### src/rtl/key_filter.sv
`default_nettype none
// ============================================================================
//  Module      : key_filter
//  Description : Push-button debouncer for an active-low key. The raw pin is
//                brought into the sys_clk domain through a two-flop
//                synchroniser. A saturating counter then measures how long the
//                synchronised level has stayed low. A single-cycle key_flag
//                pulse is issued once that low level has been stable for
//                CNT_MAX clock cycles.
//  Ports       : sys_clk   - system clock, all logic on rising edge
//                sys_rst_n - asynchronous active-low reset
//                key_in    - raw, bouncy button level (1 = released)
//                key_flag  - one-cycle pulse marking a debounced press
//  Revision    : 1.0 - initial release
// ============================================================================
module key_filter #(
    parameter logic [19:0] CNT_MAX = 20'd999_999
) (
    input  logic sys_clk,
    input  logic sys_rst_n,
    input  logic key_in,
    output logic key_flag
);

    logic        key_s1_q;
    logic        key_s_q;
    logic [19:0] cnt_q;
    logic [19:0] cnt_d;
    logic        key_flag_q;
    logic        key_flag_d;

    // Synchroniser flops reset to the released level so that a key held
    // down through reset is seen as a fresh press after reset deasserts.
    always_ff @(posedge sys_clk or negedge sys_rst_n) begin
        if (!sys_rst_n) begin
            key_s1_q <= 1'b1;
            key_s_q  <= 1'b1;
        end else begin
            key_s1_q <= key_in;
            key_s_q  <= key_s1_q;
        end
    end

    // The counter saturates at CNT_MAX instead of wrapping, so a key held
    // indefinitely never reaches CNT_MAX-1 a second time and never re-fires.
    // The flag fires on the single transition CNT_MAX-1 -> CNT_MAX.
    always_comb begin
        cnt_d      = cnt_q;
        key_flag_d = 1'b0;
        if (key_s_q) begin
            cnt_d = 20'd0;
        end else begin
            if (cnt_q < CNT_MAX) begin
                cnt_d = cnt_q + 20'd1;
            end
            if (cnt_q == (CNT_MAX - 20'd1)) begin
                key_flag_d = 1'b1;
            end
        end
    end

    always_ff @(posedge sys_clk or negedge sys_rst_n) begin
        if (!sys_rst_n) begin
            cnt_q      <= 20'd0;
            key_flag_q <= 1'b0;
        end else begin
            cnt_q      <= cnt_d;
            key_flag_q <= key_flag_d;
        end
    end

    assign key_flag = key_flag_q;

endmodule
`default_nettype wire

### config.mk
export PLATFORM = sky130hd
export DESIGN_NAME = key_filter
export DESIGN_NICKNAME = d
export VERILOG_FILES = /design/src/rtl/key_filter.sv
export SDC_FILE = /design/constraint.sdc
export NUM_CORES = 1
export LEC_CHECK = 0
export CAP_MARGIN = 0
export CORE_MARGIN = 1
export CORE_UTILIZATION = 55
export CTS_BUF_LIST = sky130_fd_sc_hd__clkbuf_8 sky130_fd_sc_hd__clkbuf_16
export DETAILED_ROUTE_END_ITERATION = 12
export DONT_BUFFER_PORTS = 1
export HOLD_SLACK_MARGIN = 0.03
export MAX_ROUTING_LAYER = met4
export PLACE_DENSITY = 0.73
export SLEW_MARGIN = 10
export SYNTH_ARGS = -nofsm -noshare
export SYNTH_HDL_FRONTEND = slang
export SYNTH_SLANG_ARGS = --single-unit
export TNS_END_PERCENT = 100
### constraint.sdc
create_clock -name sys_clk -period 2.1 [get_ports sys_clk]
set_clock_uncertainty 0.05 [all_clocks]
set_input_delay 0.42 -clock sys_clk [delete_from_list [all_inputs] [get_ports sys_clk]]
set_output_delay 0.42 -clock sys_clk [all_outputs]
set_load 0.01 [all_outputs]
==> run summary, run 1 <==
Pin count of the biggest net entering global routing: 24
Vias in the first global route: 971
Post-Syn Area: 1270 um2
Ant diodes: 0
Tot Pwr: 0.000764 W
Setup CP Type: reg2reg
Post-DP HPWL: 1.87 mm
Layout Cells excl Fill: 168
Crit-path max FO: 12
Vias per Instance: 5.85
Mapped Cells: 129
Critical Path RT: 2.24 ns
CTS Buffer Depth: 2
Core Util, Final: 0.657
Post-Route WL: 2.61 mm
FP Rows: 17
Post-synth EDFFs: 0
Crit path largest cell delay: 0.57 ns
RSZ-0062 raised after global routing: true
Placed cells: 163
# port buffers: 0
Grt ovf: 0
Starting Density: 0.581
Slew headroom: 0.327
Gr usage total: 0.245
Netlist cell types: 31
Core Region: 2190 um2
Reg2Reg Setup Slack: 0.05 ns
Die Span X: 50.1 um
CTS root buffer: clkbuf_8
Fin nets: 146
Number of buffers created by CTS: 3
Die Area: 2510 um2
CP dominant cell by count: a21oi_2
#FFs+latches synth: 23
DR vias: 983
Worst setup SP type: flip-flop
CP cell instances: or4_4 -> nor4_4 -> buf_6 -> a21oi_2 -> a21bo_1 -> a21oi_2
Layout cells sized above 1: 0.193
Max capacitance violation total: 0
Post-route DRC: 0
Status: completed
Post-synthesis sequential area ratio: 0.454
Post CTS Setup Buffer Count: 0
Die Span Y: 50.1 um
Period utilization: 0.975
H-tree depth: 1
Wire per inst: 15.5 um
Slew Limit Fails: 0
Initial antenna violation count: 0
Global placement routability congestion: 0.948
LEAKAGE: 0.560 nW
CP arrival: 2.19 ns
Slew @ Worst Pin: 1.01 ns
Final Hold Viols: 0
First-pass GRT wire length: 4.37 mm
Fraction of registers with async set/reset: 1.00
Hold Slack: 0.0981 ns
I/O pin count: 4
Maximum vdd drop: 0.389 mV
Clock Latency Late Sink: 0.26 ns
Synth Area per Inst: 9.87 um2
Synth Warn #: 0
Highest clock rate: 488 MHz
TritonCTS clock tree: yes
Drt pass-1 iters: 4
Top FF cell, synth: dfrtp_1
DRT iter0 DRCs: 11
Net Count, Synth: 134
Crit. End Element: flip-flop
Antenna-violating nets left: 0
Cell area power density: 531 nW/um2
Reg clk slew, reported paths: 0.08 ns
Min Clock Period, post-route: 2.05 ns
Critical path's slowest cell: or4_4
Synth-to-layout area growth: 13.0%
CTS sink count: 23
Aggregate negative setup slack: 0 ns
Final setup viols: 0
HP Class: in2reg
worst paths after layout:
path                                 from         to  depth (start not counted)
worst min-delay path               key_in   key_s1_q                          0
worst max register to register  cnt_q[15]  cnt_q[15]                          6
max in group asynchronous       sys_rst_n   cnt_q[6]                          1
worst min register to register   key_s1_q    key_s_q                          0
worst max-delay path            cnt_q[15]  cnt_q[15]                          6
min in group asynchronous       sys_rst_n  cnt_q[16]                          1
where the power goes:
| group | switching (W) | internal (W) | leakage (nW) |
|---|---|---|---|
| clock | 0.000137 | 0.000130 | 0.0269 |
| sequential | 0.00000866 | 0.000451 | 0.312 |
| combinational | 0.0000217 | 0.0000145 | 0.221 |
| total | 0.000168 | 0.000596 | 0.560 |
routing by layer:
| layer | GRT usage | vias up | wire length (um) |
|---|---|---|---|
| met5 | - | - | 0 |
| met4 | 0.100 | 0 | 38 |
| met3 | 0.0370 | 5 | 68 |
| met2 | 0.407 | 16 | 1290 |
| met1 | 0.295 | 475 | 1210 |
| li1 | - | 487 | - |
placed cells by master (no fill, tap or decap), types with 2 or more instances in the layout:
master     instances
dfstp_2            2
clkbuf_8           3
nand4_1            3
nor3_1             7
ha_1               2
or4_4              2
a21oi_2            2
dfrtp_1           21
buf_4             13
nand2_1            8
a2111oi_1          2
nand3_1            9
a211oi_1           4
and4_1             5
nor2_1            19
a2111oi_0          2
xnor2_1           16
inv_1              4
logic make-up after synthesis:
group / after synthesis / share of synthesized area
AOI/OAI and AO/OA: 18 / 0.123
xor gates and xnor gates: 16 / 0.110
adders and majority gates: 2 / 0.0196
buffers and inverters: 11 / 0.0412
DFF: 23 / 0.454
and+or+nand+nor: 59 / 0.252
flip-flops by register name, summed over array words and instances, names as in the netlist:
signal and cells:
cnt_q 20, key_flag 1, key_s1_q 1, key_s_q 1
repair_timing:
item,CTS,global route
endpoints found under the hold margin,23,0
endpoints found under the setup margin,0,8
gates resized for setup,0,4
hold buffers,1,0
worst max-delay path: cells and delay by family, from the launching register on:
kind	cells	cell delay, ns
buffers and inverters	1	0.19
and+or+nand+nor	2	0.86
DFF	1	0.44
AOI/OAI and AO/OA	3	0.44
area by class of cell:
class	instances	area (um2)
inverters	3	11.3
repair buffers	15	119
fillers	173	752
clock inverters	1	3.75
multi-input cells	95	651
clock buffers	3	41.3
flip-flops and latches	23	578
well taps	28	35.0
stage by stage:
| step | setup WS [ns] | area [um2] |
|---|---|---|
| 6_report | 0.0529 | 1440 |
| 3_5_place_dp | 0.0541 | 1370 |
| 3_3_place_gp | 0.103 | 1370 |
| 2_1_floorplan | 0.109 | 1270 |
| 4_1_cts | 0.0213 | 1430 |
| 5_1_grt | -0.0323 | 1440 |
cell usage after synthesis, drive strengths merged, types with 3 or more instances:
| cell | n | share of area |
|---|---|---|
| and4 | 5 | 0.034 |
| a21oi | 3 | 0.018 |
| nor3 | 7 | 0.028 |
| nand3 | 9 | 0.035 |
| dfrtp | 21 | 0.41 |
| inv | 3 | 0.0088 |
| nand4 | 3 | 0.015 |
| nor2 | 19 | 0.056 |
| xnor2 | 16 | 0.11 |
| buf | 4 | 0.021 |
| nand2 | 8 | 0.024 |
| clkbuf | 4 | 0.012 |
| a211oi | 5 | 0.029 |
| a2111oi | 5 | 0.039 |
(Power assumes the default switching activity.)
==> inputs of run 2 (changes only) <==
Settings changed: CORE_UTILIZATION 55 to 62, CTS_BUF_LIST sky130_fd_sc_hd__clkbuf_8 sky130_fd_sc_hd__clkbuf_16 to default, PLACE_DENSITY 0.73 to 0.78.
Clock period 2.1 ns to 2.5 ns, I/O delays scaled along.
==> run 2 against run 1 <==
Clock power fell by 39%. Final area fell by 7.1%. Utilization rose by 3.1 points. Via count fell by 2.1%. Maximum frequency fell by 3.7%. Cell count fell by 7.1%. Count of clock-buffer cells in the layout rose by 1. Power fell by 25%. Sequential cell count did not move. Largest cell class unchanged.
==> run summary, run 2 (same netlist as run 1, synthesis figures left out) <==
Status: completed (unchanged)
Final setup viols: 0 (unchanged)
Layout cells sized above 1: 0.116 (was 0.193)
# port buffers: 0 (unchanged)
Most common cell after layout, fill and taps aside: dfrtp_1 (unchanged)
Die Area: 2240 um2 (was 2510 um2)
DR WL met3: 150 um (was 68 um)
DR vias: 962 (was 983)
Slew @ Worst Pin: 1.00 ns (was 1.01 ns)
Net Sw Frac: 0.219 (was 0.220)
H-tree depth: 1 (unchanged)
CTS sink count: 23 (unchanged)
Reg power frac: 0.681 (was 0.602)
Tot Pwr: 0.000574 W (was 0.000764 W)
Max capacitance violation total: 0 (unchanged)
Critical path's slowest cell: or4_4 (unchanged)
Starting Density: 0.656 (was 0.581)
Clock Latency Late Sink: 0.30 ns (was 0.26 ns)
I/O pin count: 4 (unchanged)
Die Span Y: 47.3 um (was 50.1 um)
Pin count of the biggest net entering global routing: 24 (unchanged)
Cell area power density: 430 nW/um2 (was 531 nW/um2)
Post-route DRC: 0 (unchanged)
Maximum vdd drop: 0.269 mV (was 0.389 mV)
FP Rows: 16 (was 17)
Clock power share: 0.285 (was 0.351)
Initial antenna violation count: 0 (unchanged)
Wire per inst: 15.6 um (was 15.5 um)
Crit-path max FO: 9 (was 12)
LEAKAGE: 0.505 nW (was 0.560 nW)
Global placement routability congestion: 0.942 (was 0.948)
Critical Path RT: 2.69 ns (was 2.24 ns)
Gr usage total: 0.269 (was 0.245)
Largest register FFs: 20 (unchanged)
Fin nets: 135 (was 146)
Top reg by flops: cnt_q (unchanged)
CP arrival: 2.32 ns (was 2.19 ns)
Setup CP Type: reg2reg (unchanged)
Vias per Instance: 6.17 (was 5.85)
Grt ovf: 0 (unchanged)
Commonest non-fill, non-tap cells in the layout: dfrtp_1 (21), nor2_1 (19), xnor2_1 (16) (unchanged)
Synth-to-layout area growth: 4.91% (was 13.0%)
Reg clk slew, reported paths: 0.11 ns (was 0.08 ns)
Core Region: 1940 um2 (was 2190 um2)
CP cell instances: or4_4 -> nor4_4 -> buf_4 -> a21oi_2 -> a21bo_1 -> a21oi_2 (was or4_4 -> nor4_4 -> buf_6 -> a21oi_2 -> a21bo_1 -> a21oi_2)
Internal: 0.000448 W (was 0.000596 W)
Min Clock Period, post-route: 2.13 ns (was 2.05 ns)
Slew Limit Fails: 0 (unchanged)
Net switching power: 0.000126 W (was 0.000168 W)
Crit. End Element: flip-flop (unchanged)
DRT iter0 DRCs: 17 (was 11)
Top Metal Used: met4 (unchanged)
Ant diodes: 0 (unchanged)
CP dominant cell by count: a21oi_2 (unchanged)
Worst setup SP type: flip-flop (unchanged)
Antenna-violating nets left: 0 (unchanged)
Highest clock rate: 470 MHz (was 488 MHz)
CP top delay family: simple AND/OR/NAND/NOR gates (unchanged)
Aggregate negative setup slack: 0 ns (unchanged)
Post-Route WL: 2.43 mm (was 2.61 mm)
Drt pass-1 iters: 4 (unchanged)
CTS Buffer Depth: 2 (unchanged)
HP Class: in2reg (unchanged)
Die Span X: 47.3 um (was 50.1 um)
Vias in the first global route: 841 (was 971)
Met2 wire length: 1.14 mm (was 1.29 mm)
Detailed-routing wirelength on met1: 1.11 mm (was 1.21 mm)
RSZ-0062 raised after global routing: false (was true)
CTS root buffer: clkbuf_4 (was clkbuf_8)
First-pass GRT wire length: 3.98 mm (was 4.37 mm)
Number of buffers created by CTS: 3 (unchanged)
Period utilization: 0.850 (was 0.975)
Final Hold Viols: 0 (unchanged)
Crit path largest cell delay: 0.56 ns (was 0.57 ns)
Slew headroom: 0.331 (was 0.327)
Post-DP HPWL: 1.63 mm (was 1.87 mm)
TritonCTS clock tree: yes (unchanged)
Buffers plus inverters on the worst setup path: 1 (unchanged)
Comb pwr share: 0.034 (was 0.047)
[run 2: cell count changes in the layout (fill, tap and decap cells not counted), moves of 2 or more]
| cell | before | now |
|---|---|---|
| clkbuf_4 | 0 | 3 |
| buf_4 | 13 | 3 |
| a2111oi_0 | 2 | 4 |
| clkbuf_8 | 3 | 0 |
| a2111oi_1 | 2 | 0 |
[run 2: layer usage]
metal	vias to the layer above	track usage
li1	466	-
met1	460	0.368
met2	30	0.370
met3	6	0.104
met4	0	0.0686
met5	-	-
[run 2: area by class of cell]
cell class / count / area (um2)
well taps: 27 / 33.8
fillers: 153 / 606
multi-input cells: 95 / 654
flip-flops and latches: 23 / 578
inverters: 3 / 11.3
clock buffers: 4 / 26.3
repair buffers: 4 / 32.5
[run 2: path summary, 6_finish.rpt]
kind,from,to,slack [ns],cells past startpoint
max,cnt_q[8],cnt_q[15],0.37,6
min,key_in,key_s1_q,0.13,0
max reg2reg,cnt_q[8],cnt_q[15],0.37,6
min reg2reg,key_s1_q,key_s_q,0.32,0
max in group asynchronous,sys_rst_n,cnt_q[14],1.05,1
min in group asynchronous,sys_rst_n,cnt_q[5],0.75,1
[run 2: timing repair]
item / CTS / global route
gates resized for setup: 0 / 1
buffers inserted: 0 / 3
hold buffers: 1 / 0
endpoints found under the hold margin: 23 / 0
endpoints found under the setup margin: 0 / 3
[run 2: power by group through the flow]
stage          sequential, W  clock [W]  combinational (W)
5_1_grt             0.000392   0.000197          0.0000233
3_5_place_dp        0.000398          0          0.0000119
6_report            0.000391   0.000164          0.0000197
3_3_place_gp        0.000397          0          0.0000110
2_1_floorplan       0.000391          0          0.0000131
4_1_cts             0.000391   0.000171          0.0000204
[run 2: per-stage QoR]
| stage | utilization | area [um2] | instances | hold slack (ns) | worst slack, ns |
|---|---|---|---|---|---|
| global placement | 0.652 | 1270 | 148 | 0.155 | 0.186 |
| CTS | 0.671 | 1300 | 153 | 0.117 | 0.128 |
| detailed placement | 0.652 | 1270 | 148 | 0.155 | 0.156 |
| global route | 0.688 | 1340 | 156 | 0.0855 | 0.203 |
| finish | 0.688 | 1340 | 156 | 0.127 | 0.374 |
| floorplan | - | 1270 | 129 | 0.154 | 0.509 |
